--- src/rtl/cheri_stkz_lsu_arb_pkg.sv ---
// Shared widths and request bundle for the LSU / stack-zeroization arbiter.
package cheri_stkz_lsu_arb_pkg;
  localparam int unsigned ADDR_W = 32;
  localparam int unsigned DATA_W = 33;  // 32 data bits + tag in the MSB
  localparam int unsigned BE_W   = 4;

  localparam logic [BE_W-1:0] STKZ_BE = 4'hf;

  typedef struct packed {
    logic              we;
    logic              is_cap;
    logic [BE_W-1:0]   be;
    logic [ADDR_W-1:0] addr;
    logic [DATA_W-1:0] wdata;
  } lsu_req_t;
endpackage

--- src/rtl/cheri_stkz_lsu_arb_if.sv ---
// Core load/store port as seen by the arbiter; slave is the arbiter side.
interface cheri_stkz_lsu_arb_if;
  import cheri_stkz_lsu_arb_pkg::*;

  logic              core_req_i;
  logic              core_we_i;
  logic              core_is_cap_i;
  logic [BE_W-1:0]   core_be_i;
  logic [ADDR_W-1:0] core_addr_i;
  logic [DATA_W-1:0] core_wdata_i;
  logic              core_gnt_o;
  logic              core_rvalid_o;
  logic              core_err_o;
  logic [DATA_W-1:0] core_rdata_o;

  modport master (
    output core_req_i, core_we_i, core_is_cap_i, core_be_i, core_addr_i, core_wdata_i,
    input  core_gnt_o, core_rvalid_o, core_err_o, core_rdata_o
  );

  modport slave (
    input  core_req_i, core_we_i, core_is_cap_i, core_be_i, core_addr_i, core_wdata_i,
    output core_gnt_o, core_rvalid_o, core_err_o, core_rdata_o
  );
endinterface

--- src/rtl/cheri_stkz_lsu_arb.sv ---
// Single-outstanding data-port arbiter: core has priority, stkz zero-writes
// fill idle slots, responses are routed back to whoever issued.
module cheri_stkz_lsu_arb
  import cheri_stkz_lsu_arb_pkg::*;
(
  input  logic              clk_i,
  input  logic              rst_ni,
  cheri_stkz_lsu_arb_if.slave core,
  input  logic              stkz_req_i,
  input  logic              stkz_we_i,
  input  logic              stkz_is_cap_i,
  input  logic [ADDR_W-1:0] stkz_addr_i,
  input  logic [DATA_W-1:0] stkz_wdata_i,
  input  logic              stkz_abort_i,
  output logic              stkz_req_done_o,
  output logic              stkz_resp_valid_o,
  output logic              stkz_resp_err_o,
  output logic              data_req_o,
  output logic              data_we_o,
  output logic              data_is_cap_o,
  output logic [BE_W-1:0]   data_be_o,
  output logic [ADDR_W-1:0] data_addr_o,
  output logic [DATA_W-1:0] data_wdata_o,
  input  logic              data_gnt_i,
  input  logic              data_rvalid_i,
  input  logic              data_err_i,
  input  logic [DATA_W-1:0] data_rdata_i
);
  localparam logic [1:0] ARB_IDLE = 2'd0;
  localparam logic [1:0] ARB_REQ  = 2'd1;
  localparam logic [1:0] ARB_RESP = 2'd2;

  localparam logic OWN_CORE = 1'b0;
  localparam logic OWN_STKZ = 1'b1;

  logic [1:0] state_q, state_d;
  logic       owner_q, owner_d;
  logic       sel_own, idle, stkz_win, drain, issue, resp_fire;
  lsu_req_t   core_r, stkz_r, sel_r;

  assign core_r = '{we: core.core_we_i, is_cap: core.core_is_cap_i, be: core.core_be_i,
                    addr: core.core_addr_i, wdata: core.core_wdata_i};
  assign stkz_r = '{we: stkz_we_i, is_cap: stkz_is_cap_i, be: STKZ_BE,
                    addr: stkz_addr_i, wdata: stkz_wdata_i};

  assign idle     = (state_q == ARB_IDLE);
  assign stkz_win = ~core.core_req_i & stkz_req_i & ~stkz_abort_i;
  assign drain    = idle & ~core.core_req_i & stkz_req_i & stkz_abort_i;
  assign sel_own  = idle ? (core.core_req_i ? OWN_CORE : OWN_STKZ) : owner_q;
  assign sel_r    = (sel_own == OWN_CORE) ? core_r : stkz_r;

  // Every output is gated by rst_ni so nothing leaks while reset is asserted,
  // including the combinational IDLE issue path.
  assign issue     = rst_ni & ((idle & (core.core_req_i | stkz_win)) | (state_q == ARB_REQ));
  assign resp_fire = rst_ni & (state_q == ARB_RESP) & data_rvalid_i;

  assign data_req_o    = issue;
  assign data_we_o     = issue & sel_r.we;
  assign data_is_cap_o = issue & sel_r.is_cap;
  assign data_be_o     = issue ? sel_r.be    : '0;
  assign data_addr_o   = issue ? sel_r.addr  : '0;
  assign data_wdata_o  = issue ? sel_r.wdata : '0;

  assign core.core_gnt_o    = data_gnt_i & issue & (sel_own == OWN_CORE);
  assign core.core_rvalid_o = resp_fire & (owner_q == OWN_CORE);
  assign core.core_err_o    = core.core_rvalid_o & data_err_i;
  assign core.core_rdata_o  = core.core_rvalid_o ? data_rdata_i : '0;

  assign stkz_resp_valid_o = resp_fire & (owner_q == OWN_STKZ);
  assign stkz_resp_err_o   = stkz_resp_valid_o & data_err_i;
  assign stkz_req_done_o   = stkz_resp_valid_o | (rst_ni & drain);

  always_comb begin
    state_d = state_q;
    owner_d = owner_q;
    case (state_q)
      ARB_IDLE: begin
        if (core.core_req_i | stkz_win) begin
          owner_d = sel_own;
          state_d = data_gnt_i ? ARB_RESP : ARB_REQ;
        end
      end
      // Once offered, the request stays up regardless of abort or core demand.
      ARB_REQ:  if (data_gnt_i)    state_d = ARB_RESP;
      ARB_RESP: if (data_rvalid_i) state_d = ARB_IDLE;
      default:                     state_d = ARB_IDLE;
    endcase
  end

  always_ff @(posedge clk_i or negedge rst_ni) begin
    if (!rst_ni) begin
      state_q <= ARB_IDLE;
      owner_q <= OWN_CORE;
    end else begin
      state_q <= state_d;
      owner_q <= owner_d;
    end
  end

  a_rvalid_only_in_resp: assert property (@(posedge clk_i) disable iff (!rst_ni)
    data_rvalid_i |-> (state_q == ARB_RESP));
endmodule

--- src/flat_wrapper.sv ---
// flat-port wrapper written by rule: the top's interface ports become plain ports
module cheri_stkz_lsu_arb_flat import cheri_stkz_lsu_arb_pkg::*;
  (clk_i, rst_ni, stkz_req_i, stkz_we_i, stkz_is_cap_i, stkz_addr_i, stkz_wdata_i, stkz_abort_i, stkz_req_done_o, stkz_resp_valid_o, stkz_resp_err_o, data_req_o, data_we_o, data_is_cap_o, data_be_o, data_addr_o, data_wdata_o, data_gnt_i, data_rvalid_i, data_err_i, data_rdata_i, core_core_req_i, core_core_we_i, core_core_is_cap_i, core_core_be_i, core_core_addr_i, core_core_wdata_i, core_core_gnt_o, core_core_rvalid_o, core_core_err_o, core_core_rdata_o);
  cheri_stkz_lsu_arb_if core_i ();
  input  logic clk_i;
  input  logic rst_ni;
  input  logic stkz_req_i;
  input  logic stkz_we_i;
  input  logic stkz_is_cap_i;
  input  logic [ADDR_W-1:0] stkz_addr_i;
  input  logic [DATA_W-1:0] stkz_wdata_i;
  input  logic stkz_abort_i;
  output logic stkz_req_done_o;
  output logic stkz_resp_valid_o;
  output logic stkz_resp_err_o;
  output logic data_req_o;
  output logic data_we_o;
  output logic data_is_cap_o;
  output logic [BE_W-1:0] data_be_o;
  output logic [ADDR_W-1:0] data_addr_o;
  output logic [DATA_W-1:0] data_wdata_o;
  input  logic data_gnt_i;
  input  logic data_rvalid_i;
  input  logic data_err_i;
  input  logic [DATA_W-1:0] data_rdata_i;
  input wire logic [$bits(core_i.core_req_i)-1:0] core_core_req_i;
  input wire logic [$bits(core_i.core_we_i)-1:0] core_core_we_i;
  input wire logic [$bits(core_i.core_is_cap_i)-1:0] core_core_is_cap_i;
  input wire logic [$bits(core_i.core_be_i)-1:0] core_core_be_i;
  input wire logic [$bits(core_i.core_addr_i)-1:0] core_core_addr_i;
  input wire logic [$bits(core_i.core_wdata_i)-1:0] core_core_wdata_i;
  output wire logic [$bits(core_i.core_gnt_o)-1:0] core_core_gnt_o;
  output wire logic [$bits(core_i.core_rvalid_o)-1:0] core_core_rvalid_o;
  output wire logic [$bits(core_i.core_err_o)-1:0] core_core_err_o;
  output wire logic [$bits(core_i.core_rdata_o)-1:0] core_core_rdata_o;
  assign core_i.core_req_i = core_core_req_i;
  assign core_i.core_we_i = core_core_we_i;
  assign core_i.core_is_cap_i = core_core_is_cap_i;
  assign core_i.core_be_i = core_core_be_i;
  assign core_i.core_addr_i = core_core_addr_i;
  assign core_i.core_wdata_i = core_core_wdata_i;
  assign core_core_gnt_o = core_i.core_gnt_o;
  assign core_core_rvalid_o = core_i.core_rvalid_o;
  assign core_core_err_o = core_i.core_err_o;
  assign core_core_rdata_o = core_i.core_rdata_o;
  cheri_stkz_lsu_arb u_core (.clk_i(clk_i), .rst_ni(rst_ni), .core(core_i), .stkz_req_i(stkz_req_i), .stkz_we_i(stkz_we_i), .stkz_is_cap_i(stkz_is_cap_i), .stkz_addr_i(stkz_addr_i), .stkz_wdata_i(stkz_wdata_i), .stkz_abort_i(stkz_abort_i), .stkz_req_done_o(stkz_req_done_o), .stkz_resp_valid_o(stkz_resp_valid_o), .stkz_resp_err_o(stkz_resp_err_o), .data_req_o(data_req_o), .data_we_o(data_we_o), .data_is_cap_o(data_is_cap_o), .data_be_o(data_be_o), .data_addr_o(data_addr_o), .data_wdata_o(data_wdata_o), .data_gnt_i(data_gnt_i), .data_rvalid_i(data_rvalid_i), .data_err_i(data_err_i), .data_rdata_i(data_rdata_i));
endmodule
--- config.mk ---
export PLATFORM = sky130hd
export DESIGN_NAME = cheri_stkz_lsu_arb_flat
export DESIGN_NICKNAME = d
export VERILOG_FILES = /design/src/rtl/cheri_stkz_lsu_arb_pkg.sv /design/src/rtl/cheri_stkz_lsu_arb_if.sv /design/src/rtl/cheri_stkz_lsu_arb.sv /design/src/flat_wrapper.sv
export SDC_FILE = /design/constraint.sdc
export NUM_CORES = 1
export LEC_CHECK = 0
export CAP_MARGIN = 15
export CORE_AREA = 2 2 113 115
export DETAILED_ROUTE_END_ITERATION = 16
export DIE_AREA = 0 0 115 117
export PLACE_DENSITY_LB_ADDON = 0.05
export SYNTH_ARGS = -nofsm -noshare
export SYNTH_HDL_FRONTEND = slang
export SYNTH_SLANG_ARGS = --single-unit
--- constraint.sdc ---
create_clock -name clk_i -period 5.2 [get_ports clk_i]
set_clock_uncertainty 0.2 [all_clocks]
set_input_delay 1.04 -clock clk_i [delete_from_list [all_inputs] [get_ports clk_i]]
set_output_delay 1.04 -clock clk_i [all_outputs]
set_load 0.01 [all_outputs]
==> Word-level counts from Yosys, hierarchy flattened <==
Index checks and enable logic that the tools add are counted.
{ "classes": {"n_eq_ne": 5, "muxes": 12, "bitwise": 25, "n_reduce_logical": 3} }
{ "op_table": {"columns": ["operator", "count"], "rows": [
  ["two-way mux 71 bit", 1],
  ["two-way mux 33 bit", 2],
  ["two-way mux 32 bit", 1],
  ["AND 1 bit", 18],
  ["two-way mux 2 bit", 4],
  ["!= test 2 bit (second input constant)", 3],
  ["one-hot mux 2 bit (3 select lines)", 1],
  ["two-way mux 4 bit", 1],
  ["inverter 1 bit", 4],
  ["bitwise OR 1 bit", 3],
  ["AND reduction 3 bit", 1],
  ["equality test 2 x 1 -> 1 bit (second input constant)", 1],
  ["equality test 2 bit (second input constant)", 1],
  ["zero test 2 bit", 1],
  ["two-way mux 1 bit", 2],
  ["AND reduction 2 bit", 1]
]} }
{ "totals": {"regBits": 3} }

==> Logic depth before layout (Yosys ltp) <==
{ "logic_depth": {"ltp_word": 9, "ltp_mapped": 7, "depth_no_buf": 3} }

==> Worst setup path after synthesis <==
OpenSTA, ideal clock, no wires.
{ "synth_path": {"path_kind": "input -> output", "startpoint": "input stkz_req_i", "endpoint": "output data_addr_o[0]", "t_arrival_ns": 1.950, "slack_ns": 2.010, "cell_stages": 4, "n_path_buf": 1, "cell_sequence": "nor2b_1 -> o311ai_4 -> clkbuf_1 -> a21oi_1"} }
{ "synth_via": {"elab_chain_cells": 7} }
{ "synth_lines": {"columns": ["element", "line_no", "rtl"], "rows": [
  ["start, declared", "flat_wrapper.sv:7", "input logic stkz_req_i;"],
  ["AND 1 bit (2 in a row)", "cheri_stkz_lsu_arb.sv:47", "assign stkz_win = ~core.core_req_i & stkz_req_i & ~stkz_abort_i;"],
  ["bitwise OR 1 bit", "cheri_stkz_lsu_arb.sv:54", "assign issue = rst_ni & ((idle & (core.core_req_i | stkz_win)) | (state_q == ARB_REQ));"],
  ["AND 1 bit", "cheri_stkz_lsu_arb.sv:54", null],
  ["bitwise OR 1 bit", "cheri_stkz_lsu_arb.sv:54", null],
  ["AND 1 bit", "cheri_stkz_lsu_arb.sv:54", null],
  ["two-way mux 32 bit", "cheri_stkz_lsu_arb.sv:61", "assign data_addr_o = issue ? sel_r.addr : '0;"],
  ["end, declared", "flat_wrapper.sv:20", "output logic [ADDR_W-1:0] data_addr_o;"]
]} }
No other way between the ends.

==> Worst setup path in the final report <==
{ "layout_path": {"startpoint": "input core_core_req_i", "endpoint": "output data_we_o"} }
{ "layout_via": {"elab_chain_cells": 8, "elab_cells_between_ends": 11, "cone_classes": "mux (3); bitwise (8)"} }
{ "layout_lines": {"columns": ["element", "line_no", "rtl"], "rows": [
  ["start, declared", "flat_wrapper.sv:26", "input wire logic [$bits(core_i.core_req_i)-1:0] core_core_req_i;"],
  ["inverter 1 bit", "cheri_stkz_lsu_arb.sv:47", null],
  ["AND 1 bit (2 in a row)", "cheri_stkz_lsu_arb.sv:47", null],
  ["bitwise OR 1 bit", "cheri_stkz_lsu_arb.sv:54", null],
  ["AND 1 bit", "cheri_stkz_lsu_arb.sv:54", null],
  ["bitwise OR 1 bit", "cheri_stkz_lsu_arb.sv:54", null],
  ["AND 1 bit", "cheri_stkz_lsu_arb.sv:54", null],
  ["AND 1 bit (*)", "cheri_stkz_lsu_arb.sv:58", "assign data_we_o = issue & sel_r.we;"],
  ["end, declared", "flat_wrapper.sv:17", "output logic data_we_o;"]
]} }
Every way passes the cells marked *; elsewhere a longest branch is shown, timed or not.

==> flow_metrics.py <==
metrics = {
    "pwr": {
        "power.leakage_nw": 1.785,
        "swShare_pct": 41.96,
        "clock_power_share_pct": 15.6,
        "total_power_mw": 0.8041,
        "comb_power_share_pct": 79.4,
        "p_per_area_nw_per_um2": 162.0,
        "intPower_mw": 0.4667,
        "p_switching_mw": 0.3374,
        "vdd_ir_drop_max_mv": 0.1021,
        "sequentialPowerShare_pct": 4.9,
    },
    "floorplanning": {
        "fp.dieH_um": 117,
        "dieArea_sq_um": 13460,
        "core_sq_um": 12310,
        "ios": 290,
        "rows": 41,
        "die_width_um": 115,
        "initial_core_util_pct": 15.25,
    },
    "min_path": {
        "worstHoldPathType": "reg -> reg",
        "hp-start": "u_core.owner_q$_DFFE_PN0P_",
    },
    "synthesis": {
        "synth_area_leaders": "o21ai_0, a21oi_1, nand3_1",
        "synth_warnings": 0,
        "synth_top_area_share_pct": 16.26,
        "synth_xor_area_share_pct": 0,
        "netlist_instances": 310,
        "synth_compound_area_share_pct": 43.10,
        "ys_seq_elements": 3,
        "synth-simple-area-share_pct": 41.24,
        "avgSynthCellArea_sq_um": 6.058,
        "syn_area_sq_um": 1878,
        "synth_fp_nets": 489,
        "ys_types": 26,
        "yosys.area.top_type": "o21ai_0",
        "synthAdderAreaFrac_pct": 0,
        "synth_top_family_by_area": "compound AO/OA/AOI/OAI gates",
        "synthMuxAreaShare_pct": 0,
        "yosysSeqAreaShare_pct": 3.997,
    },
    "worst_setup_path": {
        "cp.required_ns": 3.96,
        "critPathMostFrequentCell": "clkdlybuf4s50_1",
        "worstReg2RegStart": "u_core.state_q[1]$_DFFE_PN0P_",
        "cp_slowest_cell": "or3_2",
        "endpoint_kind": "output port",
        "start_kind": "input port",
        "path_cells": "clkdlybuf4s50_1, or3_2, buf_4, nand3_1, a21oi_1, clkdlybuf4s50_1",
        "cp_max_fo": 23,
        "crit_arrival_ns": 3.22,
        "regToRegSetupSlack_ns": 3.89,
        "critPathKind": "in -> out",
        "worstSetupStartpoint": "core_core_req_i",
        "worst_path_largest_cell_delay_ns": 0.69,
    },
    "route": {
        "first_pass_iters": 4,
        "drt_iter0_drc": 164,
        "routed_via_density": 4.561,
        "route.detailed.drc": 0,
        "finalWirelength_mm": 12.18,
        "vias": 3307,
        "wl_per_cell_um": 16.80,
        "ant_nets": 0,
    },
    "placed_design": {
        "portBuffers": 289,
        "hpwlAfterDp_mm": 9.512,
        "pre_cts_ws_ns": 0.7335,
        "routabilityCongestion": 0.7615,
        "dp.cells": 721,
        "place_area_sq_um": 4883,
    },
    "clock_tree": {
        "cts_num_sinks": 3,
        "worstSkewPairLatency_ns": 0.23,
        "clk_pin_slew_ns": 0.03,
        "cts_resized": 0,
        "cts_buffers": 3,
        "cts_max_path_buffers": 2,
        "clock-root-buffer": "clkbuf_16",
        "htreeDepth": 1,
        "cts_tree": "built",
        "cts_hold_buf": 0,
        "post-cts-setup-buffers": 0,
    },
    "grt": {
        "grt_pass1_vias": 3225,
        "grt.overflow.total": 0,
        "track_usage_pct": 16.64,
        "grt_max_degree": 61,
        "antenna_found_initial": 0,
        "grt_pass1_wl_mm": 17.72,
    },
    "timing": {
        "slew_headroom_pct": 61.64,
        "period_minus_slack_ns": 4.456,
        "drv_slew": 0,
        "grt_setup_unrepaired": "no",
        "layout_setup_ws_ns": 0.7443,
        "finalSetupTns_ns": 0,
        "fmax_mhz": 224.4,
        "min_period_over_period_pct": 85.69,
        "finalHoldViolCount": 0,
        "setup-violations-final": 0,
        "worstMarginPinSlew_ns": 0.5753,
    },
    "status": {
        "status": "completed",
    },
    "layout": {
        "layout_commonest_cell": "clkdlybuf4s50_1",
        "fin_cells": 725,
        "final_layout_size_suffix_gt1_share_pct": 10.43,
        "synthToLayoutAreaGrowth_pct": 164.2,
        "diodes": 0,
        "design_area_sq_um": 4962,
        "final_cell_mix": "clkdlybuf4s50_1, o21ai_0, a21oi_1",
        "final_nets": 755,
    },
    "job": {
        "maxCapViolCount": 0,
    },
}
==> through the flow <==
stage / hold slack (ns) / utilization, %
final: 0.4757 / 40.30
after global routing: 0.5253 / 40.30
after CTS: 0.4765 / 40.30
after detailed placement: 0.4499 / 39.66
after global placement: 0.4599 / 39.66
after floorplan: 0.3495 / -
==> flip-flops by register name (all words and copies together) (netlist names) <==
register / flops
u_core.state_q: 2
u_core.owner_q: 1
==> power groups by stage <==
stage / logic, mW / clock network [mW] / registers [mW]
global placement: 0.648 / 0 / 0.0396
CTS: 0.649 / 0.127 / 0.0393
floorplan: 0.316 / 0 / 0.0302
finish: 0.639 / 0.126 / 0.0395
detailed placement: 0.645 / 0 / 0.0395
global route: 0.704 / 0.129 / 0.0410
==> Yosys cell counts <==
library cell and count:
a21oi_1 50, a21oi_2 19, a41o_1 1, and2_1 35, and2b_1 1, and3_1 1
and4b_1 1, buf_2 10, buf_4 2, buf_6 5, clkbuf_1 24, dfrtp_1 3
inv_1 2, nand2_1 1, nand3_1 48, nand3_2 20, nor2_1 6, nor2b_1 2
nor3_1 6, nor3_4 1, o21a_1 1, o21ai_0 61, o21ai_1 7, o311ai_4 1
o32ai_1 1, or3_1 1
==> logic make-up after synthesis <==
family / count (synthesis)
AO/OA/AOI/OAI: 141
buffers and inverters: 43
flip-flops: 3
AND/OR/NAND/NOR: 123
==> routing by layer <==
metal	vias up	share of wire, %	track usage, %
met5	-	0	0
met4	0	0.36	1.687
met3	4	10	5.510
met2	164	52	30.82
met1	1492	37	19.29
li1	1647	-	-
==> critical path, delay by kind of cell <==
kind | cells | cell delay (ns)
buf+inv | 3 | 1.28
simple gates | 2 | 0.82
compound gates | 1 | 0.06
==> cell type report <==
cell class                 count  area (sq um)
clock buffer                   4         78.83
multi-input combinational    264          1598
tap                          150         187.7
inverter                       2         7.507
fill                        1323          7350
timing repair buffer         302          3015
sequential                     3         75.07
==> final timing paths <==
| path | endpoint | cells past startpoint |
|---|---|---|
| max | data_we_o | 6 |
| min | u_core.owner_q$_DFFE_PN0P_ | 2 |
| max reg2reg | u_core.state_q[1]$_DFFE_PN0P_ | 2 |
| min reg2reg | u_core.owner_q$_DFFE_PN0P_ | 2 |
| max in group asynchronous | u_core.owner_q$_DFFE_PN0P_ | 1 |
| min in group asynchronous | u_core.state_q[0]$_DFFE_PN0P_ | 1 |
Note: power is estimated with default switching activity, not from simulation.
